--- config.mk ---
export PLATFORM = sky130hd
export DESIGN_NAME = mc_core_flat
export DESIGN_NICKNAME = d
export VERILOG_FILES = /design/src/rtl/mc_core_pkg.sv /design/src/rtl/mc_core_if.sv /design/src/rtl/mc_regfile.sv /design/src/rtl/mc_core.sv /design/src/flat_wrapper.sv
export SDC_FILE = /design/constraint.sdc
export NUM_CORES = 2
export LEC_CHECK = 0
export ABC_AREA = 1
export CORE_MARGIN = 4
export CORE_UTILIZATION = 25
export DETAILED_ROUTE_END_ITERATION = 12
export PLACE_DENSITY = 0.43
export SLEW_MARGIN = 20
export SYNTH_ARGS = -nofsm -noshare
export SYNTH_HDL_FRONTEND = slang
export SYNTH_HIERARCHICAL = 1
export SYNTH_SLANG_ARGS = --single-unit
--- constraint.sdc ---
create_clock -name clk -period 5.2 [get_ports clk]
set_input_delay 1.04 -clock clk [delete_from_list [all_inputs] [get_ports clk]]
set_output_delay 1.04 -clock clk [all_outputs]
set_load 0.02 [all_outputs]
--- src/rtl/mc_core_pkg.sv ---
// mc_core_pkg: opcode/subop codes, FSM states, ALU functions and instruction field split
package mc_core_pkg;

    localparam logic [5:0] OP_ALU  = 6'b100000;
    localparam logic [5:0] OP_MOVI = 6'b100010;
    localparam logic [5:0] OP_ADDI = 6'b101000;
    localparam logic [5:0] OP_ORI  = 6'b101100;
    localparam logic [5:0] OP_XORI = 6'b101011;

    localparam logic [4:0] SUB_ADD   = 5'b00000;
    localparam logic [4:0] SUB_SUB   = 5'b00001;
    localparam logic [4:0] SUB_AND   = 5'b00010;
    localparam logic [4:0] SUB_XOR   = 5'b00011;
    localparam logic [4:0] SUB_OR    = 5'b00100;
    localparam logic [4:0] SUB_SLLI  = 5'b01000;
    localparam logic [4:0] SUB_SRLI  = 5'b01001;
    localparam logic [4:0] SUB_ROTRI = 5'b01011;

    typedef enum logic [1:0] {S_IDLE, S_DECODE, S_EXEC, S_WB} state_t;

    typedef enum logic [2:0] {F_ADD, F_SUB, F_AND, F_XOR, F_OR, F_SLL, F_SRL, F_ROR} alu_fn_t;

    typedef struct packed {
        logic [5:0] op;
        logic [4:0] rt;
        logic [4:0] ra;
        logic [4:0] rb;
        logic [4:0] sub;
    } fields_t;

    function automatic fields_t split(input logic [31:0] w);
        return '{op: w[30:25], rt: w[24:20], ra: w[19:15], rb: w[14:10], sub: w[4:0]};
    endfunction

endpackage

--- src/rtl/mc_core_if.sv ---
// mc_core_if: instruction handshake, retire/illegal strobes and debug read port
interface mc_core_if #(
    parameter int DATA_W = 32,
    parameter int REG_AW = 5
);
    logic [31:0]       instr;
    logic              instr_valid;
    logic              instr_ready;
    logic              retire;
    logic              illegal;
    logic [REG_AW-1:0] dbg_addr;
    logic [DATA_W-1:0] dbg_data;

    modport master (output instr, instr_valid, dbg_addr, input instr_ready, retire, illegal, dbg_data);
    modport slave  (input instr, instr_valid, dbg_addr, output instr_ready, retire, illegal, dbg_data);
endinterface

--- src/rtl/mc_regfile.sv ---
// mc_regfile: REG_NUM x DATA_W registers, two operand reads, one debug read, one sync write
module mc_regfile #(
    parameter int DATA_W  = 32,
    parameter int REG_NUM = 32,
    parameter int REG_AW  = $clog2(REG_NUM)
) (
    input  logic              clk,
    input  logic              reset,
    input  logic              we,
    input  logic [REG_AW-1:0] wa,
    input  logic [DATA_W-1:0] wd,
    input  logic [REG_AW-1:0] ra_a,
    input  logic [REG_AW-1:0] ra_b,
    input  logic [REG_AW-1:0] dbg_addr,
    output logic [DATA_W-1:0] rd_a,
    output logic [DATA_W-1:0] rd_b,
    output logic [DATA_W-1:0] dbg_data
);
    logic [DATA_W-1:0] mem [REG_NUM];

    always_ff @(posedge clk) begin
        if (reset) begin
            for (int i = 0; i < REG_NUM; i++) mem[i] <= '0;
        end else if (we) begin
            mem[wa] <= wd;
        end
    end

    assign rd_a     = mem[ra_a];
    assign rd_b     = mem[ra_b];
    assign dbg_data = (int'(dbg_addr) < REG_NUM) ? mem[dbg_addr] : '0;
endmodule

--- src/rtl/mc_core.sv ---
// mc_core: four-cycle IDLE/DECODE/EXEC/WB integer core with illegal-instruction detection
module mc_core
    import mc_core_pkg::*;
#(
    parameter int DATA_W  = 32,
    parameter int REG_NUM = 32,
    parameter int REG_AW  = $clog2(REG_NUM)
) (
    input logic        clk,
    input logic        reset,
    mc_core_if.slave   bus
);
    state_t            state, state_nx;
    logic [31:0]       ir;
    fields_t           f;
    logic [DATA_W-1:0] rd_a, rd_b, a_dec, b_dec, a_q, b_q, res_q, alu;
    alu_fn_t           fn_dec, fn_q;
    logic              ill_dec, ill_q, use_ra, use_rb, known, accept, we;

    function automatic logic bad(input logic [4:0] idx);
        return int'(idx) >= REG_NUM;
    endfunction

    assign f      = split(ir);
    assign accept = bus.instr_valid & bus.instr_ready;

    mc_regfile #(.DATA_W(DATA_W), .REG_NUM(REG_NUM), .REG_AW(REG_AW)) u_rf (
        .clk      (clk),
        .reset    (reset),
        .we       (we),
        .wa       (f.rt[REG_AW-1:0]),
        .wd       (res_q),
        .ra_a     (f.ra[REG_AW-1:0]),
        .ra_b     (f.rb[REG_AW-1:0]),
        .dbg_addr (bus.dbg_addr),
        .rd_a     (rd_a),
        .rd_b     (rd_b),
        .dbg_data (bus.dbg_data)
    );

    always_comb begin
        state_nx        = state;
        bus.instr_ready = (state == S_IDLE) & ~reset;
        bus.retire      = (state == S_WB) & ~reset;
        bus.illegal     = bus.retire & ill_q;
        we              = bus.retire & ~ill_q;
        case (state)
            S_IDLE:   state_nx = accept ? S_DECODE : S_IDLE;
            S_DECODE: state_nx = S_EXEC;
            S_EXEC:   state_nx = S_WB;
            default:  state_nx = S_IDLE;
        endcase
    end

    // Immediate forms reuse the reg-reg ALU functions with operand b replaced
    always_comb begin
        fn_dec = F_ADD;
        a_dec  = rd_a;
        b_dec  = rd_b;
        use_ra = 1'b1;
        use_rb = 1'b0;
        known  = 1'b1;
        case (f.op)
            OP_ALU: begin
                use_rb = f.sub < 5'd5;
                case (f.sub)
                    SUB_ADD:   fn_dec = F_ADD;
                    SUB_SUB:   fn_dec = F_SUB;
                    SUB_AND:   fn_dec = F_AND;
                    SUB_XOR:   fn_dec = F_XOR;
                    SUB_OR:    fn_dec = F_OR;
                    SUB_SLLI:  begin fn_dec = F_SLL; b_dec = DATA_W'(f.rb); end
                    SUB_SRLI:  begin fn_dec = F_SRL; b_dec = DATA_W'(f.rb); end
                    SUB_ROTRI: begin fn_dec = F_ROR; b_dec = DATA_W'(f.rb); end
                    default:   known = 1'b0;
                endcase
            end
            OP_MOVI: begin
                use_ra = 1'b0;
                a_dec  = '0;
                b_dec  = {{(DATA_W-20){ir[19]}}, ir[19:0]};
            end
            OP_ADDI: b_dec = {{(DATA_W-15){ir[14]}}, ir[14:0]};
            OP_ORI:  begin fn_dec = F_OR;  b_dec = {{(DATA_W-15){1'b0}}, ir[14:0]}; end
            OP_XORI: begin fn_dec = F_XOR; b_dec = {{(DATA_W-15){1'b0}}, ir[14:0]}; end
            default: known = 1'b0;
        endcase
        ill_dec = ir[31] | ~known | bad(f.rt) | (use_ra & bad(f.ra)) | (use_rb & bad(f.rb));
    end

    always_comb begin
        case (fn_q)
            F_SUB:   alu = a_q - b_q;
            F_AND:   alu = a_q & b_q;
            F_XOR:   alu = a_q ^ b_q;
            F_OR:    alu = a_q | b_q;
            F_SLL:   alu = a_q << b_q[4:0];
            F_SRL:   alu = a_q >> b_q[4:0];
            F_ROR:   alu = (a_q >> b_q[4:0]) | (a_q << (DATA_W - int'(b_q[4:0])));
            default: alu = a_q + b_q;
        endcase
    end

    always_ff @(posedge clk) begin
        if (reset) begin
            state <= S_IDLE;
            ir    <= '0;
            a_q   <= '0;
            b_q   <= '0;
            fn_q  <= F_ADD;
            ill_q <= 1'b0;
            res_q <= '0;
        end else begin
            state <= state_nx;
            if (accept) ir <= bus.instr;
            if (state == S_DECODE) begin
                a_q   <= a_dec;
                b_q   <= b_dec;
                fn_q  <= fn_dec;
                ill_q <= ill_dec;
            end
            if (state == S_EXEC) res_q <= alu;
        end
    end
endmodule

--- src/flat_wrapper.sv ---
// flat-port wrapper written by rule: the top's interface ports become plain ports
module mc_core_flat import mc_core_pkg::*;
#(
    parameter int DATA_W  = 32,
    parameter int REG_NUM = 32,
    parameter int REG_AW  = $clog2(REG_NUM)
)
  (clk, reset, bus_instr, bus_instr_valid, bus_dbg_addr, bus_instr_ready, bus_retire, bus_illegal, bus_dbg_data);
  mc_core_if #(.DATA_W(DATA_W), .REG_AW(REG_AW)) bus_i ();
  input logic clk;
  input logic reset;
  input wire logic [$bits(bus_i.instr)-1:0] bus_instr;
  input wire logic [$bits(bus_i.instr_valid)-1:0] bus_instr_valid;
  input wire logic [$bits(bus_i.dbg_addr)-1:0] bus_dbg_addr;
  output wire logic [$bits(bus_i.instr_ready)-1:0] bus_instr_ready;
  output wire logic [$bits(bus_i.retire)-1:0] bus_retire;
  output wire logic [$bits(bus_i.illegal)-1:0] bus_illegal;
  output wire logic [$bits(bus_i.dbg_data)-1:0] bus_dbg_data;
  assign bus_i.instr = bus_instr;
  assign bus_i.instr_valid = bus_instr_valid;
  assign bus_i.dbg_addr = bus_dbg_addr;
  assign bus_instr_ready = bus_i.instr_ready;
  assign bus_retire = bus_i.retire;
  assign bus_illegal = bus_i.illegal;
  assign bus_dbg_data = bus_i.dbg_data;
  mc_core #(.DATA_W(DATA_W), .REG_NUM(REG_NUM), .REG_AW(REG_AW)) u_core (.clk(clk), .reset(reset), .bus(bus_i));
endmodule
==> impl_results.md <==
* Setup ws final at 409 ps
* Peak VDD IR at 0.343 mV
* CP startpoint kind: input pin
* First-pass GRT wire length at 633,000 um
* Post-CTS Resized at 0
* Final worst-path cycle share at 0.921
* Top FF cell, synth: edfxtp_1
* Die area at 338,000 um2
* Final hold vios at 0
* Number of remaining DRC errors at 0
* Crit path DAT at 3750 ps
* Syn-to-layout area delta at 12.1%
* ANT nets after route at 0
* Worst EP required at 4160 ps
* Iteration-0 DRC Markers at 11,600
* Fmax at between 200 and 250 MHz
* Fraction of layout cells with a size suffix above 1 at 0.0563
* Setup WS pre-CTS at 531 ps
* Wirelength per Cell at approximately 28 um
* PortBufs at 74
* Minimum clock period at 4790 ps
* Cell Area, Synth at 82,200 um2
* Post-synth EDFFs at 1,024
* Clock latency on the worst-skew pair at 850 ps
* Synth Register Bits at 1,158
* Die W at 582 um
* Maximum fanout along the worst path at 40
* Fin Setup TNS at 0 ps
* Worst slew pin tran at 1200 ps
* Crit path kind: in2out
* Finish-stage setup viols at 0
* Vias in the first global route at just over 80,000
* Max_cap viols at 0
* Avg Inst Size Synth at 6.68 um2
* Top-count cell post-synth: nand2_1
* Core Box Area at 327,000 um2
* Layout Skew at 48.4 ps
* Netlist cell types at 46
* PD cells at 338 nW/um2
* Async SR Flop Fraction at 0
* Sequential element share of the synthesized area at 0.407
* WL final at around 460,000 um
* Cell accounting for the most synthesized area: edfxtp_1
* Max Slew Vio Count at 0
* R2r worst-path depth at 21
* Post-route cell area at 92,200 um2
* RD Place Congestion at between 0.9 and 1
* Total number of vias at 87,500
* CTS Buf Count at 153
* Starting density of the core at 0.251
* Row count at 210
* IO Pins at 75
* Area after DPL at 87,200 um2
* Leakage at between 30 and 40 nW
* Yosys top cell area share at 0.374
* Die Y at 582 um
* Top post-synthesis cells by area: edfxtp_1, nand2_1, nand3_1
* Synth top cells by count: nand2_1, nand3_1, nor2_1
* Warnings from Yosys at 6
* RSZ-0062 raised after global routing: no
* Status: finished, final reports clean
* Final hold slack at 465 ps
* Post-CTS Setup Inserts at 0
* Setup crit end kind: output port
* Largest net degree at the start of global routing at 141
* Worst hold path depth at 2
* Root Buffer: clkbuf_16
* Syn_nets at 12,500
* Fin nets at 12,000
* Cells after synthesis at about 12,000
* Hpwl dp at ~280,000 um
* GRT Total Usage at 0.258
* DRT Pass-1 Iters at 8
* # hold bufs at CTS at 0
* Htree depth at 4
* Hold WC Path Type: reg2reg
* Worst-path clk slew at 50 ps
* GRT overflow at 0
* Initial antenna violation count at 17
* Filler cell count at 36,400
* Max_slew headroom at 0.201
* Worst-case clock buffer depth at 3
* CTS tree: built
* Vias per inst at 5.35
* Clk sinks at 1,158
-- layout make-up --
class,instances,area [um2],area share
flip-flops and latches,1158,33500,0.363
multi-input cells,9851,42800,0.464
clock inverters,82,848,0.00920
diodes,6,15.0,0.000163
clock buffers,199,4100,0.0444
well taps,4346,5440,0.0590
inverters,306,1230,0.0134
repair buffers,408,4310,0.0467
-- final timing paths --
| kind | start | to | slack, ps |
|---|---|---|---|
| worst max-delay path | bus_dbg_addr[0] | bus_dbg_data[7] | 410 |
| worst min-delay path | u_core/ir[30] | u_core/ir[30] | 460 |
| worst max register to register | u_core/b_q[2] | u_core/res_q[22] | 910 |
| worst min register to register | u_core/ir[30] | u_core/ir[30] | 460 |
-- per-stage QoR --
step | cells | total power [mW] | util
detailed placement | 16100 | 20.2 | 0.266
finish | 16400 | 31.1 | 0.282
floorplan | 12300 | 16.2 | -
CTS | 16400 | 31.0 | 0.282
global route | 16400 | 32.2 | 0.282
global placement | 16100 | 20.3 | 0.266
-- logic make-up after synthesis --
logic type | after synthesis | share of synthesized area
AND/OR/NAND/NOR | 9309 | 0.472
buffers and inverters | 1302 | 0.0754
flip-flops | 1158 | 0.407
AO/OA/AOI/OAI | 410 | 0.0276
adder cells (fa/ha/maj) | 102 | 0.0156
XOR/XNOR | 30 | 0.00320
-- layout by cell type, fill, tap and decap left out, drive strengths merged, types with 65 or more instances in the layout --
cell type      instances
edfxtp              1024
nand3               2852
a21oi                166
inv                  310
dfxtp                134
nor2                1259
clkbuf               199
nand2               5112
clkdlybuf4s50         65
ha                   101
buf                  343
o21ai                166
-- registers in the layout, summed over array words and instances, names as in the netlist --
signal	cells
u_core/u_rf/mem	1024
u_core/a_q	32
u_core/b_q	32
u_core/ir	32
u_core/res_q	32
u_core/fn_q	3
u_core/state	2
u_core/ill_q	1
-- worst max-delay path, cell delays in order --
cell and delay [ps]:
buf_8 160, inv_8 230, buf_12 270, nand2_1 90, nand3_1 80, nand3_1 80
nand2_1 100, nand2_1 70, nand2_1 140, nand2_1 250, nand2_1 450, clkdlybuf4s50_1 690
-- report_power, final --
part	total (mW)	internal [mW]	switching [mW]
registers	11.1	10.5	0.557
logic	9.31	2.26	7.05
clock network	10.8	6.10	4.68
-- per-layer routing --
layer / GRT usage / up-vias / routed length [um]
met5: 0 / - / 0
met4: 0.140 / 0 / 28700
met3: 0.0434 / 868 / 41900
met2: 0.389 / 4839 / 195000
met1: 0.350 / 42200 / 190000
li1: - / 39600 / -
(Power assumes the default switching activity.)
